===== config.mk =====
export PLATFORM = sky130hd
export DESIGN_NAME = cfg_stream_sequencer
export DESIGN_NICKNAME = d
export VERILOG_FILES = /design/src/rtl/cfg_stream_sequencer.sv
export SDC_FILE = /design/constraint.sdc
export NUM_CORES = 1
export LEC_CHECK = 0
export ABC_CLOCK_PERIOD_IN_PS = 2090
export CAP_MARGIN = 20
export CORE_MARGIN = 1
export CORE_UTILIZATION = 45
export CTS_CLUSTER_SIZE = 40
export DETAILED_ROUTE_END_ITERATION = 7
export DONT_BUFFER_PORTS = 1
export REMOVE_ABC_BUFFERS = 1
export SKIP_LAST_GASP = 1
export SYNTH_ARGS = -nofsm -noshare
export SYNTH_HDL_FRONTEND = slang
export SYNTH_SLANG_ARGS = --single-unit

===== constraint.sdc =====
create_clock -name clock -period 2.09 [get_ports clock]
set_input_delay 0.3135 -clock clock [delete_from_list [all_inputs] [get_ports clock]]
set_output_delay 0.3135 -clock clock [all_outputs]
set_load 0.1 [all_outputs]

===== src/rtl/cfg_stream_sequencer.sv =====
// cfg_stream_sequencer: parses framed configuration records from a byte stream
// (tile id, addr hi, addr lo, count, payload) and issues one registered tile
// write per payload byte. A session opens on cfg_start and closes on EOS_ID.
// Build option: define CFG_STREAM_CHECKSUM_EN to require a trailing XOR
// checksum byte after each record's payload.
module cfg_stream_sequencer #(
  parameter int         NUM_TILES = 16,
  parameter logic [7:0] EOS_ID    = 8'hFF
) (
  input  logic                 clock,
  input  logic                 reset,
  input  logic                 cfg_start,
  input  logic                 s_valid,
  output logic                 s_ready,
  input  logic [7:0]           s_data,
  output logic [NUM_TILES-1:0] select_tile,
  output logic [9:0]           address_tile,
  output logic [7:0]           data_tile,
  output logic                 busy,
  output logic                 done,
  output logic                 err
);

  localparam logic [8:0] NT = 9'(NUM_TILES);

`ifdef CFG_STREAM_CHECKSUM_EN
  typedef enum logic [2:0] {
    S_IDLE, S_TILE, S_ADDR_HI, S_ADDR_LO, S_COUNT, S_DATA, S_CHK, S_END
  } state_t;
`else
  typedef enum logic [2:0] {
    S_IDLE, S_TILE, S_ADDR_HI, S_ADDR_LO, S_COUNT, S_DATA, S_END
  } state_t;
`endif

  state_t               state_q, state_d;
  logic [7:0]           tile_q, tile_d;
  logic                 tile_ok_q, tile_ok_d;
  logic [9:0]           addr_q, addr_d;
  logic [8:0]           cnt_q, cnt_d;
  logic [NUM_TILES-1:0] sel_q, sel_d, onehot;
  logic [9:0]           addr_out_q, addr_out_d;
  logic [7:0]           data_out_q, data_out_d;
  logic                 err_q, err_d;
`ifdef CFG_STREAM_CHECKSUM_EN
  logic [7:0]           xor_q, xor_d;
`endif

  // Decode the latched tile id into its one-hot strobe pattern.
  always_comb begin
    onehot = '0;
    for (int i = 0; i < NUM_TILES; i++) begin
      if (tile_q == 8'(i)) onehot[i] = 1'b1;
    end
  end

  // Next-state, handshake and datapath updates for the record parser.
  always_comb begin
    state_d    = state_q;
    tile_d     = tile_q;
    tile_ok_d  = tile_ok_q;
    addr_d     = addr_q;
    cnt_d      = cnt_q;
    sel_d      = '0;
    addr_out_d = addr_out_q;
    data_out_d = data_out_q;
    err_d      = err_q;
`ifdef CFG_STREAM_CHECKSUM_EN
    xor_d      = xor_q;
`endif
    s_ready    = 1'b0;
    busy       = 1'b0;
    done       = 1'b0;
    case (state_q)
      S_IDLE: begin
        if (cfg_start) begin
          state_d = S_TILE;
          err_d   = 1'b0;
        end
      end
      S_TILE: begin
        s_ready = 1'b1;
        busy    = 1'b1;
        if (s_valid) begin
          if (s_data == EOS_ID) begin
            state_d = S_END;
          end else begin
            tile_d    = s_data;
            tile_ok_d = ({1'b0, s_data} < NT);
            // Out-of-range tiles are still parsed; only their strobes are muted.
            if ({1'b0, s_data} >= NT) err_d = 1'b1;
`ifdef CFG_STREAM_CHECKSUM_EN
            xor_d = s_data;
`endif
            state_d = S_ADDR_HI;
          end
        end
      end
      S_ADDR_HI: begin
        s_ready = 1'b1;
        busy    = 1'b1;
        if (s_valid) begin
          addr_d  = {s_data[1:0], addr_q[7:0]};
`ifdef CFG_STREAM_CHECKSUM_EN
          xor_d   = xor_q ^ s_data;
`endif
          state_d = S_ADDR_LO;
        end
      end
      S_ADDR_LO: begin
        s_ready = 1'b1;
        busy    = 1'b1;
        if (s_valid) begin
          addr_d  = {addr_q[9:8], s_data};
`ifdef CFG_STREAM_CHECKSUM_EN
          xor_d   = xor_q ^ s_data;
`endif
          state_d = S_COUNT;
        end
      end
      S_COUNT: begin
        s_ready = 1'b1;
        busy    = 1'b1;
        if (s_valid) begin
          // A zero count byte encodes a full 256-byte payload.
          cnt_d   = (s_data == 8'd0) ? 9'd256 : {1'b0, s_data};
`ifdef CFG_STREAM_CHECKSUM_EN
          xor_d   = xor_q ^ s_data;
`endif
          state_d = S_DATA;
        end
      end
      S_DATA: begin
        s_ready = 1'b1;
        busy    = 1'b1;
        if (s_valid) begin
          if (tile_ok_q) begin
            sel_d      = onehot;
            addr_out_d = addr_q;
            data_out_d = s_data;
          end
          addr_d = addr_q + 10'd1;
          cnt_d  = cnt_q - 9'd1;
`ifdef CFG_STREAM_CHECKSUM_EN
          xor_d  = xor_q ^ s_data;
          if (cnt_q == 9'd1) state_d = S_CHK;
`else
          if (cnt_q == 9'd1) state_d = S_TILE;
`endif
        end
      end
`ifdef CFG_STREAM_CHECKSUM_EN
      S_CHK: begin
        s_ready = 1'b1;
        busy    = 1'b1;
        if (s_valid) begin
          if (s_data != xor_q) err_d = 1'b1;
          state_d = S_TILE;
        end
      end
`endif
      S_END: begin
        done    = 1'b1;
        state_d = S_IDLE;
      end
      default: state_d = S_IDLE;
    endcase
  end

  // FSM state register.
  always_ff @(posedge clock or negedge reset) begin
    if (!reset) state_q <= S_IDLE;
    else        state_q <= state_d;
  end

  // Record fields, write outputs and sticky error.
  always_ff @(posedge clock or negedge reset) begin
    if (!reset) begin
      tile_q     <= '0;
      tile_ok_q  <= 1'b0;
      addr_q     <= '0;
      cnt_q      <= '0;
      sel_q      <= '0;
      addr_out_q <= '0;
      data_out_q <= '0;
      err_q      <= 1'b0;
`ifdef CFG_STREAM_CHECKSUM_EN
      xor_q      <= '0;
`endif
    end else begin
      tile_q     <= tile_d;
      tile_ok_q  <= tile_ok_d;
      addr_q     <= addr_d;
      cnt_q      <= cnt_d;
      sel_q      <= sel_d;
      addr_out_q <= addr_out_d;
      data_out_q <= data_out_d;
      err_q      <= err_d;
`ifdef CFG_STREAM_CHECKSUM_EN
      xor_q      <= xor_d;
`endif
    end
  end

  assign select_tile  = sel_q;
  assign address_tile = addr_out_q;
  assign data_tile    = data_out_q;
  assign err          = err_q;

endmodule


* Word-level counts from Yosys, hierarchy flattened
Index checks and enable logic that the tools add are counted.
** Operators by class
- Reductions and logical operators :: 15
- Add/subtract/negate cells :: 2
- Bitwise logic cells :: 3
- Muxes and demuxes :: 43
- Order comparisons :: 2
- Equal/unequal tests :: 32
** Operators by type and width (count)
- $eq A8 B4 Y1 const B :: 8
- $mux W16 :: 3
- $eq A8 B3 Y1 const B :: 4
- $pmux W10 S3 :: 1
- $mux W9 :: 3
- $mux W3 :: 8
- $mux W1 :: 22
- $mux W10 :: 2
- $ne A2 B2 Y1 const B :: 9
- $pmux W3 S6 :: 1
- $pmux W9 S2 :: 1
- $eq A8 B2 Y1 const B :: 2
- $logic_not A8 Y1 :: 2
- $add A10 B1 Y10 const B :: 1
- $eq A3 B3 Y1 const B :: 3
- $eq A9 B1 Y1 const B :: 1
- $reduce_and A3 Y1 :: 3
- $sub A9 B1 Y9 const B :: 1
- $eq A8 B1 Y1 const B :: 1
- $eq A8 B8 Y1 const B :: 1
- $ge A8 B5 Y1 const B :: 1
- $lt A8 B5 Y1 const B :: 1
- $mux W8 :: 1
- $reduce_and A4 Y1 :: 2
- 9 further kinds :: 15
** Word-level totals
- Word-level logic and storage cells :: 107
- Output and inout port bits :: 38
- Register bits :: 66
- Input port bits :: 12

* Depth between registers and ports, before layout
- Depth after elaboration :: 5
- Depth in mapped cells :: 7
- Mapped depth without buffers :: 6

* Worst setup path before layout
OpenSTA, ideal clock, no wires.
- Path type :: reg-to-output
- Start point :: reg state_q[0]
- End point :: out s_ready
- Path buffers :: 2
- Path slack :: -1.001 ns
- Required time :: 1.776 ns
- Arrival time :: 2.777 ns
- Stages on the path, launching flop included :: 5
- Path through :: dfrtp_1 clkbuf_1 nor3_1 a21oi_1 buf_4
** Between the ends
- Longest elaborated chain between the ends :: 3
- Elaborated cells between the ends (all ways) :: 7
- Classes of those cells :: 5 x eq/ne; 1 x mux; 1 x reduce/logical
** Ends and longest elaborated chain
- from (decl) :: line 36 : state_t state_q, state_d;
- from (signal assigned) :: line 173 : else state_q <= state_d;
- $eq A3 B3 Y1 (tied with other cells)
- $reduce_or A5 Y1 (no source line) (*)
- $mux W1 (*)
- to (decl) :: line 14 : output logic s_ready,
Every way passes the cells marked *; elsewhere a longest branch is shown, timed or not.

* Worst setup path in the final report
Same ends and word-level chain as after synthesis.

==> reports/qor.yml <==
cts_root_buffer: "clkbuf_8"
cts.sinks: 66
period_share: 0.9204
synth.area.top_cells: "dfrtp_1 (53%), mux2_2 (9.1%), a21oi_1 (3.6%)"
finalCriticalPeriod_ns: 1.924
grt_pass1_vias: 2336
async_reset_ff_frac: 1.000
grt_max_degree: 67
port_buffers: 0
r2r-end: "select_tile[10]"
die_h_um: 84.96
cts_buffers: 9
final_layout_size_suffix_gt1_frac: 0.2366
worstSetupPathType: "reg2out"
post_cts_resized: 0
tns_ns: 0
antenna_found_initial: 0
pwr-share-comb: 0.305
synth_cells: 292
route.vias.total: 2275
relSlewSlack: 0.3975
vdd_drop_max_mv: 0.7845
fill_cells: 569
grt_use_total: 0.2037
r2r_slack_ns: 0.23
htree_num_levels: 3
power_switching_mw: 2.506
hold_depth: 1
sw_frac_of_total: 0.4701
pin_count: 50
drt_iter0_markers: 136
ys.flop_type: "dfrtp_1"
synth_top_family_by_area: "simple AND/OR/NAND/NOR gates"
grt_pass1_wl_um: 11410
viasPerCell: 5.774
path_clk_slew_ns: 0.07
drt-pass1-iter-count: 6
n_antenna_cell: 0
ant_nets: 0
core.rowCount: 29
drcViolationCount: 5
overflow: 0
rsz0062_at_grt: "false"
synth_edf_count: 0
cts_setup_buffers: 0
yosysTopAreaCell: "dfrtp_1"
skew_ns: 0.01005
endpoint_kind: "primary output"
dieArea_mm2: 0.007217
ff2ff_path_depth: 4
p_int_mw: 2.825
die_x_um: 84.96
pwr-share-seq: 0.507
synth_mux_area_frac: 0.09414
synth_common_cells: "dfrtp_1 (66), nor2_1 (27), mux2_2 (25), a21oi_1 (22), o21ai_0 (22)"
final-hold-violation-count: 0
synth_most_common_cell: "dfrtp_1"
clk_latency_ns: 0.34
wl_per_cell_um: 16.98
violations: "DRC"
tightestPinTransition_ns: 0.9038
status: "finished, violations left"
hp-class: "in2reg"
fmax_ghz: 0.5199
required_ns: 1.78
total_power_mw: 5.331
critPathMaxFanout: 11
finalWorstSetupSlack_ns: 0.1664
routabilityCongestion: 0.7811
synth_fa_ha_area_frac: 0.01212
max_cap_viol_count: 0
hold_path_end: "tile_q[3]"
dp_slack_ns: 0.2560
critPathLaunchType: "register"
slew_violations: 0
cts_buffer_depth: 2
syn_to_final_growth_pct: 14.42
hp-start: "s_data[3]"
rr_startpoint: "state_q[1]"
yosysSeqAreaShare: 0.5333
worstPathArrival_ns: 1.61
hpwl_um: 4516
start_util: 0.4768
power.share.clock: 0.188
coreArea_mm2: 0.006495
netlist_area_mm2: 0.003097
synth_top_area_share: 0.5333
synth-warning-count: 0
power_leakage_nw: 1.544
synth_compound_area_frac: 0.1374
ys_ff_latch: 66
layout.nets: 329
synthXorXnorAreaFrac: 0.002828
syn_avg_cell_area_um2: 10.61
wl_um: 6691
setup_violations: 0
cts_tree: "built"
final_core_util: 0.5456
synth_cell_types: 55
p_per_area_mw_per_mm2: 1504
synth-simple-area-share: 0.1822
-- per-stage QoR --
| step | instances | hold WS (ns) | cell area (µm²) |
|---|---|---|---|
| 2_1_floorplan | 273 | 0.01791 | 3002 |
| 3_3_place_gp | 378 | 0.01959 | 3332 |
| 3_5_place_dp | 378 | 0.01957 | 3332 |
| 4_1_cts | 394 | 0.1082 | 3543 |
| 5_1_grt | 394 | 0.1055 | 3543 |
| 6_report | 394 | 0.1213 | 3543 |
-- worst max-delay path, stage by stage, from the launching register on --
cell     delay [ns]
dfrtp_1        0.47
buf_4          0.21
nor3_1         0.32
a21oi_4        0.06
buf_12         0.21
-- logic make-up (layout without fill, tap and decap cells) --
logic type               Yosys count  after routing
multiplexers                      26             26
flip-flops                        66             66
buffers and inverters             25             50
AND/OR/NAND/NOR                  102            102
XOR/XNOR                           1              1
AO/OA/AOI/OAI                     69             69
adder cells (fa/ha/maj)            3              3
-- routing by layer --
metal  vias up  track usage  share of wire
met5         -            0              0
met4         0       0.1032          0.017
met1      1112       0.2756           0.48
li1       1100            -              -
met3        10      0.04572          0.045
met2        53       0.3087           0.46
-- timing repair --
item,4_1_cts,5_1_grt
hold buffers,2,0
endpoints found under the hold margin,66,0
endpoints found under the setup margin,0,0
-- power by group through the flow --
stage,registers [mW],clock network (mW),logic (mW)
finish,2.70,1.00,1.63
global route,2.77,1.09,1.81
CTS,2.70,1.03,1.64
detailed placement,2.73,0,1.59
global placement,2.71,0,1.56
floorplan,2.74,0,1.01
-- sequential cells by signal, indices dropped and copies added, names as in the netlist --
name          flops
addr_q           10
address_tile     10
cnt_q             9
data_tile         8
err               1
select_tile      16
state_q           3
tile_ok_q         1
tile_q            8
-- layout by cell type, fill, tap and decap left out, drive strengths merged, types with 4 or more instances in the layout --
cell,count
clkbuf,11
dfrtp,66
nand3,6
inv,6
a21oi,22
mux2,25
nand2,20
o21ai,22
nor2b,4
nor3,9
nor2,27
a31oi,4
nor4,10
o2bb2ai,4
buf,29
-- cell type report --
type / count / area [µm²] / share of cell area
sequential: 66 / 1652 / 0.4661
tap: 77 / 96.34 / 0.02719
inverter: 6 / 22.52 / 0.006356
clock inverter: 3 / 42.54 / 0.01201
clock buffer: 11 / 131.4 / 0.03708
multi-input combinational: 201 / 1339 / 0.3778
timing repair buffer: 30 / 260.3 / 0.07345
-- how the worst max path moves through the flow --
stage,start,end,slack (ns),cells past startpoint
floorplan,state_q[2],busy,-1.72,2
global placement,state_q[0],cnt_q[5],0.30,5
detailed placement,state_q[1],select_tile[10],0.26,4
CTS,state_q[0],s_ready,0.15,4
global route,state_q[0],cnt_q[5],0.02,5
finish,state_q[0],s_ready,0.17,4
No activity file was read; power rests on OpenSTA's default activity.
